## config.mk

```make
export PLATFORM = sky130hd
export DESIGN_NAME = key_schedule
export DESIGN_NICKNAME = d
export VERILOG_FILES = /design/src/rtl/key_schedule_pkg.sv /design/src/rtl/key_store.sv /design/src/rtl/key_schedule.sv
export SDC_FILE = /design/constraint.sdc
export NUM_CORES = 2
export LEC_CHECK = 0
export CORE_MARGIN = 1
export CORE_UTILIZATION = 54
export DETAILED_ROUTE_END_ITERATION = 10
export PLACE_DENSITY = 0.82
export SLEW_MARGIN = 15
export SYNTH_ARGS = -nofsm -noshare
export SYNTH_HDL_FRONTEND = slang
export SYNTH_HIERARCHICAL = 1
export SYNTH_SLANG_ARGS = --single-unit
export TNS_END_PERCENT = 1
```

## constraint.sdc

```tcl
create_clock -name clk -period 15.85 [get_ports clk]
set_input_delay 3.17 -clock clk [delete_from_list [all_inputs] [get_ports clk]]
set_output_delay 3.17 -clock clk [all_outputs]
set_load 0.02 [all_outputs]
```

## src/rtl/key_schedule_pkg.sv

```systemverilog
// Shared AES key-schedule types: sequencer states, sizes, round-key type.
// Imported by key_schedule and key_store.
package key_schedule_pkg;

    localparam int AES_NR   = 10;
    localparam int AES_NK_W = 128;
    localparam int RK_DEPTH = AES_NR + 1;
    localparam int RK_AW    = 4;

    // Highest valid round-key index (key 10).
    localparam logic [RK_AW-1:0] RK_LAST = RK_AW'(RK_DEPTH - 1);

    typedef logic [AES_NK_W-1:0] rkey_t;

    typedef enum logic [1:0] {
        S_IDLE,
        S_REQ,
        S_WAIT,
        S_DONE
    } ks_state_t;

    function automatic logic addr_ok(input logic [RK_AW-1:0] a);
        return a <= RK_LAST;
    endfunction

endpackage

```

## src/rtl/key_store.sv

```systemverilog
// 11 x 128 round-key register file: one write port, one registered read.
// Ports: clk, rst (async, low), we/waddr/wdata, rd_en/rd_ok/rd_addr,
//        rd_data/rd_valid (valid only when rd_ok and address in range).
module key_store
    import key_schedule_pkg::*;
(
    input  logic             clk,
    input  logic             rst,
    input  logic             we,
    input  logic [RK_AW-1:0] waddr,
    input  rkey_t            wdata,
    input  logic             rd_en,
    input  logic             rd_ok,
    input  logic [RK_AW-1:0] rd_addr,
    output rkey_t            rd_data,
    output logic             rd_valid
);

    // Storage is not reset; rd_ok (keys_ready) gates visibility.
    rkey_t mem [RK_DEPTH];

    logic rd_hit;

    assign rd_hit = rd_ok && addr_ok(rd_addr);

    always_ff @(posedge clk) begin
        if (we && addr_ok(waddr)) begin
            mem[waddr] <= wdata;
        end
    end

    // rd_data holds when no read is requested.
    always_ff @(posedge clk or negedge rst) begin
        if (!rst) begin
            rd_valid <= 1'b0;
            rd_data  <= '0;
        end else if (rd_en) begin
            if (rd_hit) begin
                rd_valid <= 1'b1;
                rd_data  <= mem[rd_addr];
            end else begin
                rd_valid <= 1'b0;
                rd_data  <= '0;
            end
        end else begin
            rd_valid <= 1'b0;
        end
    end

endmodule

```

## src/rtl/key_schedule.sv

```systemverilog
// AES-128 key-schedule sequencer: drives key_expand once per round,
// stores keys 0..10 in key_store and serves them through a read port.
// Ports: clk, rst (async, low), start/key_in, busy/done/err/keys_ready,
//        rd_en/rd_addr -> rd_data/rd_valid,
//        ke_valid/ke_round/ke_key -> key_expand -> ke_out_valid/ke_key_out.
// Only NR=10 is meaningful; TIMEOUT bounds a WAIT (2..255 cycles).
module key_schedule
    import key_schedule_pkg::*;
#(
    parameter int NR      = AES_NR,
    parameter int TIMEOUT = 16
) (
    input  logic         clk,
    input  logic         rst,
    input  logic         start,
    input  logic [127:0] key_in,
    output logic         busy,
    output logic         done,
    output logic         err,
    output logic         keys_ready,
    input  logic         rd_en,
    input  logic [3:0]   rd_addr,
    output logic [127:0] rd_data,
    output logic         rd_valid,
    output logic         ke_valid,
    output logic [3:0]   ke_round,
    output logic [127:0] ke_key,
    input  logic         ke_out_valid,
    input  logic [127:0] ke_key_out
);

    localparam logic [3:0] RND_LAST = 4'(NR - 1);
    localparam logic [7:0] TMO_LAST = 8'(TIMEOUT - 1);

    ks_state_t state_q;
    ks_state_t state_d;

    rkey_t      key_reg;
    logic [3:0] round_q;
    logic [7:0] tmo_q;
    logic       busy_q;
    logic       done_q;
    logic       err_q;
    logic       ready_q;

    logic       st_load;
    logic       st_cap;
    logic       tmo_clr;
    logic       tmo_inc;
    logic       tmo_hit;
    logic       last_rnd;

    logic       st_we;
    logic [3:0] st_waddr;
    rkey_t      st_wdata;

    assign last_rnd = (round_q == RND_LAST);

    always_comb begin
        state_d = state_q;
        st_load = 1'b0;
        st_cap  = 1'b0;
        tmo_clr = 1'b0;
        tmo_inc = 1'b0;
        tmo_hit = 1'b0;
        unique case (state_q)
            S_IDLE: begin
                if (start) begin
                    st_load = 1'b1;
                    state_d = S_REQ;
                end
            end
            S_REQ: begin
                tmo_clr = 1'b1;
                state_d = S_WAIT;
            end
            S_WAIT: begin
                if (ke_out_valid) begin
                    st_cap  = 1'b1;
                    state_d = last_rnd ? S_DONE : S_REQ;
                end else if (tmo_q == TMO_LAST) begin
                    // TIMEOUT idle WAIT cycles have elapsed.
                    tmo_hit = 1'b1;
                    state_d = S_IDLE;
                end else begin
                    tmo_inc = 1'b1;
                end
            end
            S_DONE: begin
                state_d = S_IDLE;
            end
            default: begin
                state_d = S_IDLE;
            end
        endcase
    end

    always_ff @(posedge clk or negedge rst) begin
        if (!rst) begin
            state_q <= S_IDLE;
            key_reg <= '0;
            round_q <= '0;
            tmo_q   <= '0;
            busy_q  <= 1'b0;
            done_q  <= 1'b0;
            err_q   <= 1'b0;
            ready_q <= 1'b0;
        end else begin
            state_q <= state_d;
            done_q  <= st_cap && last_rnd;
            err_q   <= tmo_hit;
            if (st_load) begin
                key_reg <= key_in;
                round_q <= '0;
                ready_q <= 1'b0;
                busy_q  <= 1'b1;
            end
            if (tmo_clr) begin
                tmo_q <= '0;
            end else if (tmo_inc) begin
                tmo_q <= tmo_q + 8'd1;
            end
            if (st_cap) begin
                key_reg <= ke_key_out;
                if (!last_rnd) begin
                    round_q <= round_q + 4'd1;
                end
            end
            if (tmo_hit) begin
                busy_q <= 1'b0;
            end
            if (state_q == S_DONE) begin
                ready_q <= 1'b1;
                busy_q  <= 1'b0;
            end
        end
    end

    // Key 0 is the cipher key itself; key r+1 comes from round r.
    assign st_we    = st_load | st_cap;
    assign st_waddr = st_load ? 4'd0 : round_q + 4'd1;
    assign st_wdata = st_load ? key_in : ke_key_out;

    key_store u_store (
        .clk      (clk),
        .rst      (rst),
        .we       (st_we),
        .waddr    (st_waddr),
        .wdata    (st_wdata),
        .rd_en    (rd_en),
        .rd_ok    (ready_q),
        .rd_addr  (rd_addr),
        .rd_data  (rd_data),
        .rd_valid (rd_valid)
    );

    assign busy       = busy_q;
    assign done       = done_q;
    assign err        = err_q;
    assign keys_ready = ready_q;
    assign ke_valid   = (state_q == S_REQ);
    assign ke_round   = round_q;
    assign ke_key     = key_reg;

endmodule

```

=== After elaboration in Yosys (flattened, before gate mapping) ===
Memory sizes are Yosys's and may differ from the RTL's.
Cells that the tools add are included.

* Add/subtract/negate cells: 2
* $lt $le $gt $ge: 2
* Equality and inequality tests: 7
* Multiplexer cells: 35
* Bitwise logic cells: 1
* Reductions and logical operators: 9

{| class="wikitable"
|+ Operators with widths
! cell !! number
|-
| $mux 128 || 4
|-
| $mux 1 || 20
|-
| $mux 4 || 4
|-
| $mux 8 || 2
|-
| $add 8x1->8 const B || 1
|-
| $eq 8x4->1 const B || 1
|-
| $le 4x4->1 const B || 2
|-
| $mux 2 || 4
|-
| $pmux 2 s4 || 1
|-
| $reduce_bool 2->1 || 3
|-
| $add 4x1->4 const B || 1
|-
| $eq 2x2->1 const B || 2
|-
| $eq 4x4->1 const B || 1
|-
| $logic_and 1x1->1 || 3
|-
| $ne 3x3->1 const B || 1
|-
| $reduce_bool 3->1 || 1
|-
| $eq 2x1->1 const B || 1
|-
| $logic_not 2->1 || 1
|-
| $ne 2x2->1 const B || 1
|-
| $reduce_and 2->1 || 1
|-
| $or 1x1->1 || 1
|}

* Bits in registers: 275
* Memory bits (writable): 1408
* Bits of input ports: 265
* Output and inout port bits: 266
* Logic and storage cells: 67
* Memories kept: 1

{| class="wikitable"
|+ Memory list
! name !! depth !! bits a word !! rd ports !! clocked after Yosys merged registers in !! write ports !! RTL line !! source
|-
| u_store.mem || 11 || 128 || 1 || 0 || 1 || key_store.sv:20 || <nowiki>rkey_t mem [RK_DEPTH];</nowiki>
|}

=== Logic depth before layout (Yosys ltp) ===
* Depth after elaboration: 7
* Mapped depth: 8
* Gate-level depth less buffers: 5

=== Cells and area by module ===
Netlist, hierarchy kept.

{| class="wikitable"
|+ By module, submodules not included
! module !! times used !! cells an instance !! area an instance (um2)
|-
| key_store || 1 || 3298 || 59223.0
|-
| key_schedule || 1 || 1088 || 8319.2
|}

=== Least setup slack after synthesis ===
OpenSTA, ideal clock, no wires.

* Path type: input to register
* Start: in start
* End: mem u_store/mem[0][0] (netlist bit), enable pin
* Setup time: 772 ps
* Arrival: 13150 ps
* Setup slack: 1928 ps
* Cell stages on the path: 7
* Path buffers: 3
* Cells stage by stage: or3b_1 buf_6 buf_6 buf_6 nand2_1 or3b_2 nor3_1

{| class="wikitable"
|+ RTL lines
! item !! RTL line !! source
|-
| start: declaration || key_schedule.sv:15 || <nowiki>input logic start,</nowiki>
|-
| $mux 1 || key_schedule.sv:68 || <nowiki>if (start) begin</nowiki>
|-
| $mux 1 || key_schedule.sv:66 || <nowiki>unique case (state_q)</nowiki>
|-
| $or 1x1->1 || key_schedule.sv:140 || <nowiki>assign st_we = st_load | st_cap;</nowiki>
|-
| via st_we || key_schedule.sv:53 || <nowiki>logic st_we;</nowiki>
|-
| $logic_and 1x1->1 || key_store.sv:27 || <nowiki>if (we && addr_ok(waddr)) begin</nowiki>
|-
| $mux 1 || key_store.sv:27 ||
|-
| $mux 1 (not written as such) || key_store.sv:28 || <nowiki>mem[waddr] <= wdata;</nowiki>
|-
| end: declaration || key_store.sv:20 ||
|}

The timed path passes the listed nets, and every way through them passes these cells.

=== Worst setup path in the final report ===
* Start: in start
* End: mem u_store/mem[3][6] (netlist bit), enable pin

Same word-level chain as after synthesis.

==> impl_metrics.yaml <==
power:
  leakagePower_uw: 0.0286
  power.total_uw: 12400
  power.density_mw_per_mm2: 156
  p_sw_uw: 3550
  peakVddDrop_v: 0.000138
  netSwitchingFraction_pct: 28.7
  p_int_uw: 8850
  p_clk_share_pct: 32.2
  p_comb_share_pct: 19.8
  power_frac_seq_pct: 48.0
floorplanning:
  io_pins: 531
  core_area_mm2: 0.124
  chipHeight_um: 356
  dieArea_mm2: 0.126
  start_util_pct: 54.5
  die_w_um: 356
  rows: 129
clock_network:
  cts_root_buf: "clkbuf_16"
  cts.sinks: 1683
  cts_made_buffers: 166
  cts_max_level: 4
  post_cts_resized: 0
  cts_setup_buffers: 0
  worstSkewPairLatency_ps: 760
  cts-hold-fix-buffers: 0
  cts_tree: "built"
  clock_path_buffers: 3
  clk_pin_slew_ps: 60
cells_and_area:
  multi_input_area_mm2: 0.0160
  regArea_mm2: 0.0492
  fin_cells: 6645
  finalInstanceArea_mm2: 0.0793
  area_delta_synth_final_pct: 17.4
  drive_gt1_share_pct: 11.4
  nets: 5126
  fillers: 8361
timing:
  fin_crit_ps: 6320
  skew_ps: 46.7
  fin_crit_sh_pct: 39.9
  slew_headroom_pct: 15.6
  fmax_mhz: 158
  rsz0062_at_grt: "false"
  hold_viol: 0
  fin_tns_setup_ps: 0
  slew_violations: 0
  tightest_slew_ps: 1270
  finalSetupViolCount: 0
min_path:
  min_path_type: "register to register"
  hold_depth: 2
  min_from: "ke_key[20]"
  holdPathEnd: "ke_key[20]"
synthesis:
  synthTopCellsByArea: "edfxtp_1, dfrtp_1, mux2i_1"
  synth_nets: 4654
  yosys.area_share.simple_pct: 7.02
  synth-async-reset-ratio_pct: 16.3
  yosys-top-cells-count: "edfxtp_1, nand2_1, mux2i_1"
  synth_compound_area_share_pct: 6.59
  seq_area_frac_synth_pct: 72.8
  synthAdderAreaFrac_pct: 0.0556
  synth-seq-cells: 1683
  synth_edf_count: 1408
  synth.mux.area_fraction_pct: 9.84
  synthMostInstantiatedCell: "edfxtp_1"
  synth_area_leader_cell: "edfxtp_1"
  netlist_instances: 4386
  synth_top_area_share_pct: 62.6
  ys.flop_type: "edfxtp_1"
  yosysUniqueCellTypes: 53
  yosys.area_share.xor_xnor_pct: 0.0259
  synth_top_family_by_area: "multiplexers"
  syn-mean-instance-area_um2: 15.4
  synth_area_mm2: 0.0675
  yosys_warnings: 6
job:
  drv_cap: 0
worst_setup_path:
  worst-path-buf-inv: 3
  arrival_ps: 6700
  max_stage_delay_ps: 780
  crit_fanout: 61
  regToRegEndpoint: "u_store/mem[3][6]"
  critPathRequiredTime_ps: 16230
  critical_path.slowest_cell: "buf_4"
  path_common_cell: "buf_4"
  ff2ff_path_depth: 6
  ff2ff_setup_slack_ps: 11940
  critPathLaunchType: "input pin"
  critical-path-top-delay-family: "simple AND/OR/NAND/NOR gates"
  endpoint_kind: "register"
  worstSetupPathType: "input pin to register"
  r2r_start: "state_q[1]"
  critical_path.cell_chain: "clkdlybuf4s50_1 > or3b_4 > buf_4 > nand2_1 > or3b_2 > nor2_4 > buf_4"
placement:
  place_inst: 6325
  numPortBuffers: 530
  dpl-instance-area_mm2: 0.0736
  dp_hpwl_um: 92200
  gp_congestion: 0.813
detailed_routing:
  drc: 90
  ant_nets: 0
  wl_met1_um: 65100
  drt_iter0_markers: 4421
  vias_per_cell: 6.06
  routed_wl_um: 168000
  routedWlPerCell_um: 25.3
  drt_first_pass_iters: 9
  met2WireLength_um: 81900
  wl_met3_um: 15400
  topRoutingLayerUsed: "met5"
  vias: 40290
global_route:
  overflow: 0
  antenna_found_initial: 5
  grt_max_degree: 129
  grt_pass1_vias: 40704
  grt_pass1_wl_um: 248000
  grt_use_total_pct: 26.2
status:
  run_status: "finished, violations left"
  failed_checks: "design-rule violations"
[worst register-to-register path, cell delays in order, from the launching register on]
cell     delay, ps
dfrtp_1        480
or3b_4         430
buf_4          310
nand2_1        200
or3b_2         580
nor2_4         660
buf_4          780
[power groups by stage]
| stage | registers [uW] | logic (uW) | clock network, uW |
|---|---|---|---|
| after floorplan | 6290 | 1140 | 0 |
| after global placement | 6000 | 2380 | 0 |
| after detailed placement | 6030 | 2450 | 0 |
| after CTS | 5950 | 2460 | 4030 |
| after global routing | 5990 | 2640 | 4220 |
| final | 5950 | 2460 | 3990 |
[layout make-up]
type | count | area share, %
repair buffers | 593 | 7.47
clock inverters | 81 | 1.22
diodes | 5 | 0.0158
inverters | 134 | 0.634
multi-input cells | 2280 | 20.2
well taps | 1637 | 2.58
clock buffers | 232 | 5.86
flip-flops and latches | 1683 | 62.0
[cells in the final DEF (no fill, tap or decap), types with 3 or more instances in the layout]
master / netlist / final
ha_1: 3 / 3
clkinvlp_4: 0 / 5
mux2_2: 121 / 121
nand2_1: 528 / 527
buf_4: 22 / 54
inv_6: 0 / 6
clkinv_8: 0 / 3
clkinv_2: 0 / 27
dfrtp_1: 275 / 275
a21oi_1: 4 / 4
diode_2: 0 / 5
clkinv_1: 0 / 14
nand3_1: 125 / 125
clkdlybuf4s50_1: 0 / 526
mux2i_1: 520 / 520
clkbuf_8: 0 / 16
nand2b_1: 12 / 9
nor2_4: 0 / 8
o221ai_2: 100 / 100
buf_12: 11 / 8
a22oi_1: 128 / 128
nand2b_4: 0 / 3
nand3b_1: 5 / 5
nor3_2: 0 / 3
o22ai_1: 256 / 256
and2_1: 3 / 3
o221ai_1: 27 / 27
clkbuf_16: 0 / 170
clkinv_4: 0 / 5
edfxtp_1: 1408 / 1408
nor4_1: 128 / 128
nand3_2: 6 / 6
inv_1: 134 / 134
inv_16: 0 / 3
mux2_1: 7 / 7
clkbuf_1: 60 / 46
bufinv_16: 0 / 16
nor2_1: 270 / 262
[cells by family (layout without fill, tap and decap cells)]
family,after synthesis,after routing
multiplexers,648,648
flip-flops,1683,1683
other,0,5
AND/OR/NAND/NOR,1096,1096
adder cells (fa/ha/maj),3,3
AO/OA/AOI/OAI,531,531
XOR/XNOR,2,2
buffers and inverters,423,1040
[stage by stage]
step           setup slack (ps)  utilization (%)  hold WS (ps)
3_3_place_gp               8420             59.4           470
6_report                   9530             64.0           486
3_5_place_dp               8530             59.4           477
4_1_cts                    9280             63.9           490
5_1_grt                    9370             64.0           509
2_1_floorplan              1930                -           471
[sequential cells by signal, indices dropped and copies added (netlist names)]
register          count
busy                  1
done                  1
err                   1
ke_key              128
ke_round              4
keys_ready            1
state_q               2
tmo_q                 8
u_store/mem        1408
u_store/rd_data     128
u_store/rd_valid      1
[worst max path at each step]
| stage | startpoint | endpoint | slack, ps | cells after the start |
|---|---|---|---|---|
| final | start | u_store/mem[3][6] | 9530 | 7 |
| after global routing | start | u_store/mem[8][23] | 9370 | 8 |
| after CTS | start | u_store/mem[5][10] | 9280 | 7 |
| after detailed placement | start | u_store/mem[5][18] | 8530 | 7 |
| after global placement | start | u_store/mem[3][18] | 8420 | 7 |
| after floorplan | start | u_store/mem[0][0] | 1930 | 7 |
[metal layers]
metal | vias up | global-route usage [%]
li1 | 17628 | -
met1 | 20343 | 34.2
met2 | 2019 | 42.8
met3 | 298 | 5.79
met4 | 2 | 10.5
met5 | - | 0
(Power assumes the default switching activity.)
